**config.mk**
```make
export PLATFORM = sky130hd
export DESIGN_NAME = mem_port_arbiter
export DESIGN_NICKNAME = d
export VERILOG_FILES = /design/src/rtl/mem_arb_pkg.sv /design/src/rtl/mem_arb_tag_fifo.sv /design/src/rtl/mem_port_arbiter.sv
export SDC_FILE = /design/constraint.sdc
export NUM_CORES = 1
export LEC_CHECK = 0
export ABC_AREA = 1
export BUFFER_PORTS_ARGS = -buffer_cell sky130_fd_sc_hd__buf_2
export CAP_MARGIN = 20
export CORE_AREA = 2 2 106 108
export CTS_CLUSTER_DIAMETER = 120
export CTS_CLUSTER_SIZE = 8
export DETAILED_ROUTE_END_ITERATION = 12
export DIE_AREA = 0 0 108 110
export SKIP_CTS_REPAIR_TIMING = 1
export SYNTH_ARGS = -nofsm -noshare
export SYNTH_HDL_FRONTEND = slang
export SYNTH_SLANG_ARGS = --single-unit
```
**constraint.sdc**
```tcl
create_clock -name clk -period 2.98 [get_ports clk]
set_input_delay 0.149 -clock clk [delete_from_list [all_inputs] [get_ports clk]]
set_output_delay 0.149 -clock clk [all_outputs]
set_load 0.005 [all_outputs]
```
**src/rtl/mem_arb_pkg.sv**
```systemverilog
// Shared types for the frame-memory port arbiter: requester ids, FSM states
// and the round-robin helpers used by the arbiter and its tag FIFO.
package mem_arb_pkg;

    localparam int NUM_REQ = 3;
    localparam int REQ_IDW = 2;

    typedef enum logic [1:0] {
        REQ_TEMPLATE = 2'd0,
        REQ_WINDOW   = 2'd1,
        REQ_RESULT   = 2'd2
    } req_id_e;

    typedef enum logic {
        IDLE  = 1'b0,
        GRANT = 1'b1
    } arb_state_e;

    // Next requester id in round-robin order, wrapping 2 -> 0.
    function automatic logic [REQ_IDW-1:0] rr_next(input logic [REQ_IDW-1:0] id);
        logic [REQ_IDW-1:0] nxt;
        if (id == 2'd2) begin
            nxt = 2'd0;
        end else begin
            nxt = id + 2'd1;
        end
        return nxt;
    endfunction

    // First requesting id found when searching upward from last+1.
    function automatic logic [REQ_IDW-1:0] rr_pick(input logic [NUM_REQ-1:0] req,
                                                   input logic [REQ_IDW-1:0] last);
        logic [REQ_IDW-1:0] cand;
        logic [REQ_IDW-1:0] pick;
        logic               found;
        cand  = last;
        pick  = last;
        found = 1'b0;
        for (int i = 0; i < NUM_REQ; i++) begin
            cand = rr_next(cand);
            if (!found && req[cand]) begin
                pick  = cand;
                found = 1'b1;
            end else begin
                found = found;
            end
        end
        return pick;
    endfunction

    function automatic logic [NUM_REQ-1:0] id_to_onehot(input logic [REQ_IDW-1:0] id);
        logic [NUM_REQ-1:0] oh;
        case (id)
            2'd0:    oh = 3'b001;
            2'd1:    oh = 3'b010;
            2'd2:    oh = 3'b100;
            default: oh = 3'b000;
        endcase
        return oh;
    endfunction

endpackage

```
**src/rtl/mem_arb_tag_fifo.sv**
```systemverilog
// In-order FIFO of requester ids for reads issued to memory but not yet
// returned; pop data is the head entry, valid whenever empty_o is low.
module mem_arb_tag_fifo
    import mem_arb_pkg::*;
#(
    parameter int DEPTH = 4,
    localparam int PW = (DEPTH > 1) ? $clog2(DEPTH) : 1,
    localparam int CW = $clog2(DEPTH + 1)
) (
    input  logic               clk,
    input  logic               rst_n,
    input  logic               push_i,
    input  logic [REQ_IDW-1:0] push_data_i,
    input  logic               pop_i,
    output logic [REQ_IDW-1:0] pop_data_o,
    output logic               full_o,
    output logic               empty_o,
    output logic [CW-1:0]      count_o
);

    logic [REQ_IDW-1:0] mem_q [DEPTH];
    logic [REQ_IDW-1:0] mem_d [DEPTH];
    logic [PW-1:0]      wr_ptr_q, wr_ptr_d;
    logic [PW-1:0]      rd_ptr_q, rd_ptr_d;
    logic [CW-1:0]      count_q, count_d;
    logic               full_s;
    logic               empty_s;
    logic               do_push_s;
    logic               do_pop_s;

    assign full_s     = (count_q == CW'(DEPTH));
    assign empty_s    = (count_q == {CW{1'b0}});
    assign do_push_s  = push_i & ~full_s;
    assign do_pop_s   = pop_i & ~empty_s;
    assign full_o     = full_s;
    assign empty_o    = empty_s;
    assign count_o    = count_q;
    assign pop_data_o = mem_q[rd_ptr_q];

    // Pointer, count and storage next-state; full/empty use the pre-update count.
    always_comb begin
        mem_d    = mem_q;
        wr_ptr_d = wr_ptr_q;
        rd_ptr_d = rd_ptr_q;
        count_d  = count_q;
        if (do_push_s) begin
            mem_d[wr_ptr_q] = push_data_i;
            wr_ptr_d = (wr_ptr_q == PW'(DEPTH - 1)) ? {PW{1'b0}} : wr_ptr_q + PW'(1);
        end else begin
            wr_ptr_d = wr_ptr_q;
        end
        if (do_pop_s) begin
            rd_ptr_d = (rd_ptr_q == PW'(DEPTH - 1)) ? {PW{1'b0}} : rd_ptr_q + PW'(1);
        end else begin
            rd_ptr_d = rd_ptr_q;
        end
        case ({do_push_s, do_pop_s})
            2'b10:   count_d = count_q + CW'(1);
            2'b01:   count_d = count_q - CW'(1);
            default: count_d = count_q;
        endcase
    end

    // FIFO state registers.
    always_ff @(posedge clk or negedge rst_n) begin
        if (!rst_n) begin
            for (int i = 0; i < DEPTH; i++) begin
                mem_q[i] <= 2'b00;
            end
            wr_ptr_q <= {PW{1'b0}};
            rd_ptr_q <= {PW{1'b0}};
            count_q  <= {CW{1'b0}};
        end else begin
            mem_q    <= mem_d;
            wr_ptr_q <= wr_ptr_d;
            rd_ptr_q <= rd_ptr_d;
            count_q  <= count_d;
        end
    end

endmodule

```
**src/rtl/mem_port_arbiter.sv**
```systemverilog
// Round-robin burst arbiter for the shared 32-bit frame-memory port, with
// in-order read-return steering. Define ARB_WRITE_PRIORITY_EN to let the
// result writer win every arbitration it requests.
module mem_port_arbiter
    import mem_arb_pkg::*;
#(
    parameter int BURST_LEN       = 16,
    parameter int MAX_OUTSTANDING = 4
) (
    input  logic                     clk,
    input  logic                     rst_n,
    input  logic [NUM_REQ-1:0]       req_i,
    input  logic [NUM_REQ-1:0]       rd_wr_i,
    input  logic [NUM_REQ-1:0][6:0]  row_i,
    input  logic [NUM_REQ-1:0][6:0]  col_i,
    input  logic [NUM_REQ-1:0][31:0] wdata_i,
    output logic [NUM_REQ-1:0]       gnt_o,
    output logic [NUM_REQ-1:0]       beat_ack_o,
    output logic [NUM_REQ-1:0]       rvalid_o,
    output logic [31:0]              rdata_o,
    output logic                     mem_req_o,
    output logic                     mem_rd_wr_o,
    output logic [6:0]               mem_row_o,
    output logic [6:0]               mem_col_o,
    output logic [31:0]              mem_wdata_o,
    input  logic                     mem_ready_i,
    input  logic                     mem_rvalid_i,
    input  logic [31:0]              mem_rdata_i,
    output logic                     busy_o,
    output logic                     err_o
);

    localparam int CNT_W = $clog2(BURST_LEN + 1);
    localparam int TAG_CW = $clog2(MAX_OUTSTANDING + 1);

    arb_state_e         state_q, state_d;
    logic [NUM_REQ-1:0] gnt_q, gnt_d;
    req_id_e            owner_q, owner_d;
    req_id_e            last_owner_q, last_owner_d;
    logic [CNT_W-1:0]   beat_cnt_q, beat_cnt_d;
    logic               err_q, err_d;

    req_id_e            win_s;
    logic               mem_req_s;
    logic               mem_rd_wr_s;
    logic [6:0]         mem_row_s;
    logic [6:0]         mem_col_s;
    logic [31:0]        mem_wdata_s;
    logic               beat_acc_s;
    logic [CNT_W-1:0]   beat_cnt_inc_s;
    logic               burst_done_s;

    logic               tag_push_s;
    logic               tag_pop_s;
    logic [REQ_IDW-1:0] tag_pop_data_s;
    logic               tag_full_s;
    logic               tag_empty_s;
    logic [TAG_CW-1:0]  tag_count_s;

    mem_arb_tag_fifo #(
        .DEPTH (MAX_OUTSTANDING)
    ) u_tag_fifo (
        .clk         (clk),
        .rst_n       (rst_n),
        .push_i      (tag_push_s),
        .push_data_i (owner_q),
        .pop_i       (tag_pop_s),
        .pop_data_o  (tag_pop_data_s),
        .full_o      (tag_full_s),
        .empty_o     (tag_empty_s),
        .count_o     (tag_count_s)
    );

    // Arbitration winner for the next grant.
    always_comb begin
        win_s = REQ_TEMPLATE;
`ifdef ARB_WRITE_PRIORITY_EN
        if (req_i[REQ_RESULT]) begin
            win_s = REQ_RESULT;
        end else begin
            win_s = req_id_e'(rr_pick(req_i & 3'b011, last_owner_q));
        end
`else
        win_s = req_id_e'(rr_pick(req_i, last_owner_q));
`endif
    end

    // Owner-to-memory mux; reads are held back while the tag FIFO is full.
    always_comb begin
        mem_req_s   = 1'b0;
        mem_rd_wr_s = 1'b0;
        mem_row_s   = 7'd0;
        mem_col_s   = 7'd0;
        mem_wdata_s = 32'd0;
        if (state_q == GRANT) begin
            mem_req_s   = req_i[owner_q] & ~(~rd_wr_i[owner_q] & tag_full_s);
            mem_rd_wr_s = rd_wr_i[owner_q];
            mem_row_s   = row_i[owner_q];
            mem_col_s   = col_i[owner_q];
            mem_wdata_s = wdata_i[owner_q];
        end else begin
            mem_req_s   = 1'b0;
        end
    end

    assign beat_acc_s     = mem_req_s & mem_ready_i;
    assign beat_cnt_inc_s = beat_cnt_q + CNT_W'(1);
    assign burst_done_s   = beat_acc_s & (beat_cnt_inc_s == CNT_W'(BURST_LEN));
    assign tag_push_s     = beat_acc_s & ~mem_rd_wr_s;
    assign tag_pop_s      = mem_rvalid_i;

    // Grant FSM next-state.
    always_comb begin
        state_d      = state_q;
        gnt_d        = gnt_q;
        owner_d      = owner_q;
        last_owner_d = last_owner_q;
        beat_cnt_d   = beat_cnt_q;
        case (state_q)
            IDLE: begin
                if (|req_i) begin
                    state_d    = GRANT;
                    gnt_d      = id_to_onehot(win_s);
                    owner_d    = win_s;
                    beat_cnt_d = {CNT_W{1'b0}};
                end else begin
                    state_d    = IDLE;
                end
            end
            GRANT: begin
                if (beat_acc_s) begin
                    beat_cnt_d = beat_cnt_inc_s;
                end else begin
                    beat_cnt_d = beat_cnt_q;
                end
                if (burst_done_s || !req_i[owner_q]) begin
                    state_d      = IDLE;
                    gnt_d        = 3'b000;
                    last_owner_d = owner_q;
                end else begin
                    state_d      = GRANT;
                end
            end
            default: begin
                state_d = IDLE;
                gnt_d   = 3'b000;
            end
        endcase
    end

    // A return with nothing outstanding is dropped and flagged permanently.
    always_comb begin
        err_d = err_q;
        if (mem_rvalid_i && tag_empty_s) begin
            err_d = 1'b1;
        end else begin
            err_d = err_q;
        end
    end

    // Arbiter state registers; requester 0 wins the first arbitration.
    always_ff @(posedge clk or negedge rst_n) begin
        if (!rst_n) begin
            state_q      <= IDLE;
            gnt_q        <= 3'b000;
            owner_q      <= REQ_TEMPLATE;
            last_owner_q <= REQ_RESULT;
            beat_cnt_q   <= {CNT_W{1'b0}};
            err_q        <= 1'b0;
        end else begin
            state_q      <= state_d;
            gnt_q        <= gnt_d;
            owner_q      <= owner_d;
            last_owner_q <= last_owner_d;
            beat_cnt_q   <= beat_cnt_d;
            err_q        <= err_d;
        end
    end

    assign gnt_o       = gnt_q;
    assign beat_ack_o  = beat_acc_s ? gnt_q : 3'b000;
    assign rvalid_o    = (mem_rvalid_i && !tag_empty_s) ? id_to_onehot(tag_pop_data_s) : 3'b000;
    assign rdata_o     = mem_rdata_i;
    assign mem_req_o   = mem_req_s;
    assign mem_rd_wr_o = mem_rd_wr_s;
    assign mem_row_o   = mem_row_s;
    assign mem_col_o   = mem_col_s;
    assign mem_wdata_o = mem_wdata_s;
    assign busy_o      = (state_q == GRANT) || (tag_count_s != {TAG_CW{1'b0}});
    assign err_o       = err_q;

endmodule
```
==> run_results.csv, run 1 <==
group,metric,value,unit
run_status,outcome,"complete, no violations",
clocking,cts_buffer_depth,2,
place,placed_area,0.00397,mm^2
synth,ys_ff_latch,29,
global_route,grt_pass1_vias,3317,
drt,dr_total_vias,3785,
synth,synth_warnings,0,
setup_path,cp-start-kind,"flip-flop",
floorplanning,ios,271,
clocking,cts_root_buf,"clkbuf_8",
synth,synth_edf_count,0,
global_route,overflow,0,
global_route,antenna_found_initial,1,
setup_path,critPathArrivalTime,2.67,ns
timing,fin_crit,2.47,ns
synth,yosysMostFrequentCell,"nor2_1",
setup_path,cp.required,3.19,ns
global_route,grt_util_all_layers,17.4,%
timing,max_freq,0.405,GHz
floorplanning,die-area,0.0119,mm^2
clocking,cts_buffers,5,
timing,drv_slew,0,
setup_path,crit_family,"simple AND/OR/NAND/NOR gates",
synth,synth-seq-area-share,23.9,%
timing,worst_slew_pin_slew,0.653,ns
synth,synth_common_cells,"nor2_1 (110), nand2_1 (100), o21ai_0 (60)",
synth,yosysTopAreaCellShare,23.0,%
synth,syn_avg_cell_area,6.11,um^2
finish,final_core_util,38.3,%
setup_path,slowest_stage,"dfrtp_2",
pwr,p_per_area,872,mW/mm^2
timing,setup_violations,0,
drt,via_per_inst,4.70,
setup_path,slowest_delay,0.46,ns
synth,synth_cell_types,33,
drt,dr.first_iter.drc_count,186,
setup_path,path_class,"reg2reg",
pwr,ir_drop,437,uV
timing,fin_crit_sh,82.8,%
clocking,cts_tree,"built",
floorplanning,rows,38,
synth,yosysTopAreaCell,"dfrtp_1",
clocking,cts_htree_levels,2,
synth,syn_area,0.00305,mm^2
drt,drtAntennaViolNets,0,
synth,synthArstFlopShare,100,%
timing,tns,0,ns
finish,nets,852,
pwr,leakage,2.20,nW
clocking,clock_sinks,29,
synth,synthTopCellsByArea,"dfrtp_1 (23%), nor2_1 (14%), nand2_1 (12%), o21ai_0 (9.9%), a21oi_1 (8.2%)",
timing,rsz0062_at_grt,"false",
floorplanning,initial_core_util,28.5,%
global_route,grt_max_degree,47,
floorplanning,placeableCoreArea,0.0107,mm^2
clocking,insertion_delay,0.29,ns
finish,final_area,0.00410,mm^2
drt,drt_wl_total,11000,um
global_route,grt_pass1_wl,16200,um
place,port_buffers,206,
drt,route.detailed.drc,0,
drt,dr.pass1.iters,6,
floorplanning,die_h,110,um
setup_path,cp-end-kind,"flip-flop",
timing,hold_violations,0,
setup_path,cpMostUsedCell,"inv_1",
finish,layout-drive-gt1-share,36.4,%
setup_path,cp_max_fo,14,
drt,wl_per_cell,13.7,um
setup_path,cp_cell_sequence,"inv_2 > nand2_1 > nand3_1 > nand2_2 > nor2_4 > nand3_4 > nor2_8 > inv_1 > ha_1 > inv_1 > fa_1 > o21ai_0",
clocking,clk_pin_slew,0.06,ns
synth,synthFlopType,"dfrtp_1",
timing,finClkSkew,0.0101,ns
timing,worst_slew_margin_rel,56.5,%
synth,syn-instance-count,499,
floorplanning,die_w,108,um
place,hpwl,8770,um
setup_path,critPathBufInv,3,
place,place.gp.congestion,0.800,
min_path,holdCritPathClass,"in2reg",
finish,syn2layout_area_growth,34.5,%
synth,syn_nets,688,
timing,hold_ws,0.0893,ns
run,maxCapViolCount,0,
[metrics by stage]
stage	worst slack [ns]	instances	total power, mW
after global placement	0.551	795	3.13
after CTS	0.480	803	3.62
after detailed placement	0.491	795	3.18
after floorplan	0.841	499	2.30
final	0.513	805	3.58
after global routing	0.267	805	3.97
[flip-flops by register name, indices dropped and copies added (netlist names)]
signal               cells
beat_cnt_q               5
err_o                    1
gnt_o                    3
last_owner_q             2
owner_q                  2
state_q                  1
u_tag_fifo.count_o       3
u_tag_fifo.mem_q         8
u_tag_fifo.rd_ptr_q      2
u_tag_fifo.wr_ptr_q      2
[cell families after synthesis]
group | after synthesis | synth area share (%)
flip-flops | 29 | 23.9
buffers and inverters | 85 | 14.8
AND/OR/NAND/NOR | 244 | 34.0
XOR/XNOR | 5 | 1.44
AO/OA/AOI/OAI | 127 | 21.9
adder cells (fa/ha/maj) | 9 | 3.94
[path summary, 6_finish.rpt]
kind                                         end    startpoint  slack [ns]  depth (start not counted)
min                                        err_o  mem_rvalid_i        0.09                          2
max                        u_tag_fifo.count_o[1]    owner_q[0]        0.51                         12
min reg2reg                                err_o         err_o        0.46                          1
min in group asynchronous          beat_cnt_q[4]         rst_n        0.42                          2
max in group asynchronous             owner_q[0]         rst_n        2.09                          2
max reg2reg                u_tag_fifo.count_o[1]    owner_q[0]        0.51                         12
[layer usage]
metal / track usage (%) / part of all wire (%)
met1: 21.1 / 40
met2: 30.3 / 50
met3: 4.82 / 8.1
met4: 4.58 / 1.6
met5: 0 / 0
[report_power, final]
part           leakage (nW)  internal [mW]  switching [mW]
registers             0.365          0.550           0.148
logic                  1.78          0.957            1.49
clock network        0.0585          0.272           0.154
total                  2.20           1.78            1.80
[placed cells by master, fill, tap and decap left out]
cell             n
buf_2          206
nor2_1         109
nand2_1        100
o21ai_0         60
a21oi_1         50
dfrtp_1         26
inv_1           25
nand3_1         18
o21ai_1         11
ha_1             8
buf_4            7
clkbuf_8         6
nand2_4          5
xor2_1           4
inv_2            3
nor3_1           3
nor2_4           2
nand3_2          2
dfrtp_2          2
diode_2          1
o21ai_2          1
a21oi_2          1
a32oi_1          1
a32o_1           1
nand2_2          1
nand3_4          1
nor4_1           1
nor2_8           1
o21bai_4         1
nor2_2           1
xnor2_1          1
a21o_1           1
fa_1             1
clkbuf_1         1
bufinv_16        1
dlygate4sd3_1    1
dfstp_2          1
[cell type report]
type,instances,area [um^2]
fill,1202,6600
sequential,29,729
clock buffer,7,86.3
multi-input combinational,385,1880
antenna,1,2.50
timing repair buffer,214,1090
clock inverter,1,30.0
tap,140,175
inverter,28,105
Power figures use the tool's default switching activity.
==> inputs of run 2 (changes only) <==
==> constraint.sdc (replaced) <==
create_clock -name clk -period 2.5 [get_ports clk]
set_input_delay 0.125 -clock clk [delete_from_list [all_inputs] [get_ports clk]]
set_output_delay 0.125 -clock clk [all_outputs]
set_load 0.005 [all_outputs]
==> run_results.csv, run 2 (synthesized netlist as in run 1, its figures left out) <==
group,metric,value,unit
clocking,clock_sinks,29,
finish,reg.largest.list,"u_tag_fifo.mem_q: 8 flops, beat_cnt_q: 5 flops",
setup_path,slowest_delay,0.45,ns
drt,route.detailed.drc,0,
timing,worst_slew_margin_rel,55.9,%
finish,largest_reg_flops,8,
finish,final_cells,807,
drt,dr.pass1.iters,4,
place,place.gp.congestion,0.743,
setup_path,cp_max_fo,7,
floorplanning,initial_core_util,28.5,%
drt,wl_per_cell,13.4,um
place,place_inst,797,
timing,fin_crit_sh,89.9,%
finish,layout-drive-gt1-share,36.8,%
finish,layout_commonest_cell,"buf_2",
timing,setup_violations,0,
global_route,grt_util_all_layers,17.3,%
pwr,p_per_area,1020,mW/mm^2
floorplanning,placeableCoreArea,0.0107,mm^2
clocking,cts_htree_levels,2,
drt,dr.first_iter.drc_count,167,
global_route,grt_max_degree,52,
timing,setup_slack,0.253,ns
setup_path,cp-end-kind,"flip-flop",
clocking,cts_root_buf,"clkbuf_8",
timing,rsz0062_at_grt,"false",
global_route,grt_util_met3,3.82,%
drt,drt_wl_total,10800,um
setup_path,critPathBufInv,2,
min_path,min_path_cells,2,
global_route,busiest_layer,"met2",
setup_path,cp_num_cells,12,
setup_path,cp-start-kind,"flip-flop",
clocking,clk_pin_slew,0.07,ns
drt,drtAntennaViolNets,0,
floorplanning,die_h,110,um
setup_path,crit_family,"compound AO/OA/AOI/OAI gates",
run_status,outcome,"complete, no violations",
min_path,holdCritPathClass,"in2reg",
timing,finClkSkew,0.00908,ns
floorplanning,die_w,108,um
timing,worst_slew_pin_slew,0.661,ns
clocking,cts_buffers,5,
timing,hold_ws,0.0814,ns
finish,final_cell_mix,"buf_2 (206), nor2_1 (109), nand2_1 (100)",
clocking,insertion_delay,0.28,ns
global_route,met1_usage,20.8,%
timing,drv_slew,0,
finish,final_area,0.00410,mm^2
timing,fin_crit,2.25,ns
global_route,antenna_found_initial,0,
clocking,cts_buffer_depth,2,
setup_path,rr_worst_depth,12,
floorplanning,rows,38,
timing,max_freq,0.445,GHz
setup_path,cp.required,2.65,ns
run,maxCapViolCount,0,
pwr,leakage,2.21,nW
place,port_buffers,206,
floorplanning,ios,271,
setup_path,slowest_stage,"dfrtp_2",
finish,nets,854,
finish,top_register,"u_tag_fifo.mem_q",
drt,via_per_inst,4.69,
place,hpwl,8630,um
pwr,ir_drop,536,uV
timing,hold_violations,0,
global_route,grt_pass1_vias,3481,
clocking,cts_tree,"built",
drt,dr_total_vias,3785,
finish,syn2layout_area_growth,34.5,%
setup_path,path_class,"reg2reg",
place,placed_area,0.00399,mm^2
timing,tns,0,ns
setup_path,critPathArrivalTime,2.40,ns
global_route,overflow,0,
place,pre_cts_slack,0.274,ns
floorplanning,die-area,0.0119,mm^2
setup_path,cp_cell_sequence,"nor2_1 > nor2_1 > o21ai_2 > a21oi_2 > nor2_8 > inv_1 > ha_1 > inv_1 > fa_1 > a21oi_1 > o21ai_0 > xor2_1",
global_route,grtUsageMet2,31.6,%
global_route,grt_pass1_wl,16400,um
==> run 2: metrics by stage <==
stage	util [%]	power, mW
finish	38.3	4.18
global route	38.3	4.67
CTS	38.2	4.24
detailed placement	37.3	3.79
global placement	37.3	3.71
floorplan	-	2.74
==> run 2: final timing paths <==
path                         startpoint               endpoint  slack [ns]
min reg2reg                       err_o                  err_o        0.48
max in group asynchronous         rst_n             owner_q[1]        1.63
min                        mem_rvalid_i                  err_o        0.08
min in group asynchronous         rst_n    u_tag_fifo.mem_q[1]        0.41
max reg2reg                  owner_q[0]  u_tag_fifo.count_o[2]        0.25
max                          owner_q[0]  u_tag_fifo.count_o[2]        0.25
==> run 2: cell type report <==
class,count,area [um^2]
fill,1218,6600
antenna,1,2.50
inverter,28,105
multi-input combinational,385,1880
tap,140,175
sequential,29,729
clock buffer,7,96.3
clock inverter,1,5.00
timing repair buffer,216,1110
==> run 2: layer usage <==
metal / vias up / wire length, um
met5: - / 0
met4: 0 / 143
met3: 17 / 754
met2: 146 / 5520
met1: 1709 / 4390
li1: 1913 / -
==> run 2: report_power, final <==
part,internal (mW),switching [mW]
Combinational,1.15,1.76
Sequential,0.656,0.171
Clock,0.249,0.187
==> run 2: worst register-to-register path, delay by kind of cell, from the launching register on <==
kind | cells | cell delay [ns]
simple gates | 3 | 0.26
flops | 1 | 0.45
compound gates | 4 | 0.63
fa+ha+maj | 2 | 0.50
buf+inv | 2 | 0.12
xor+xnor | 1 | 0.15
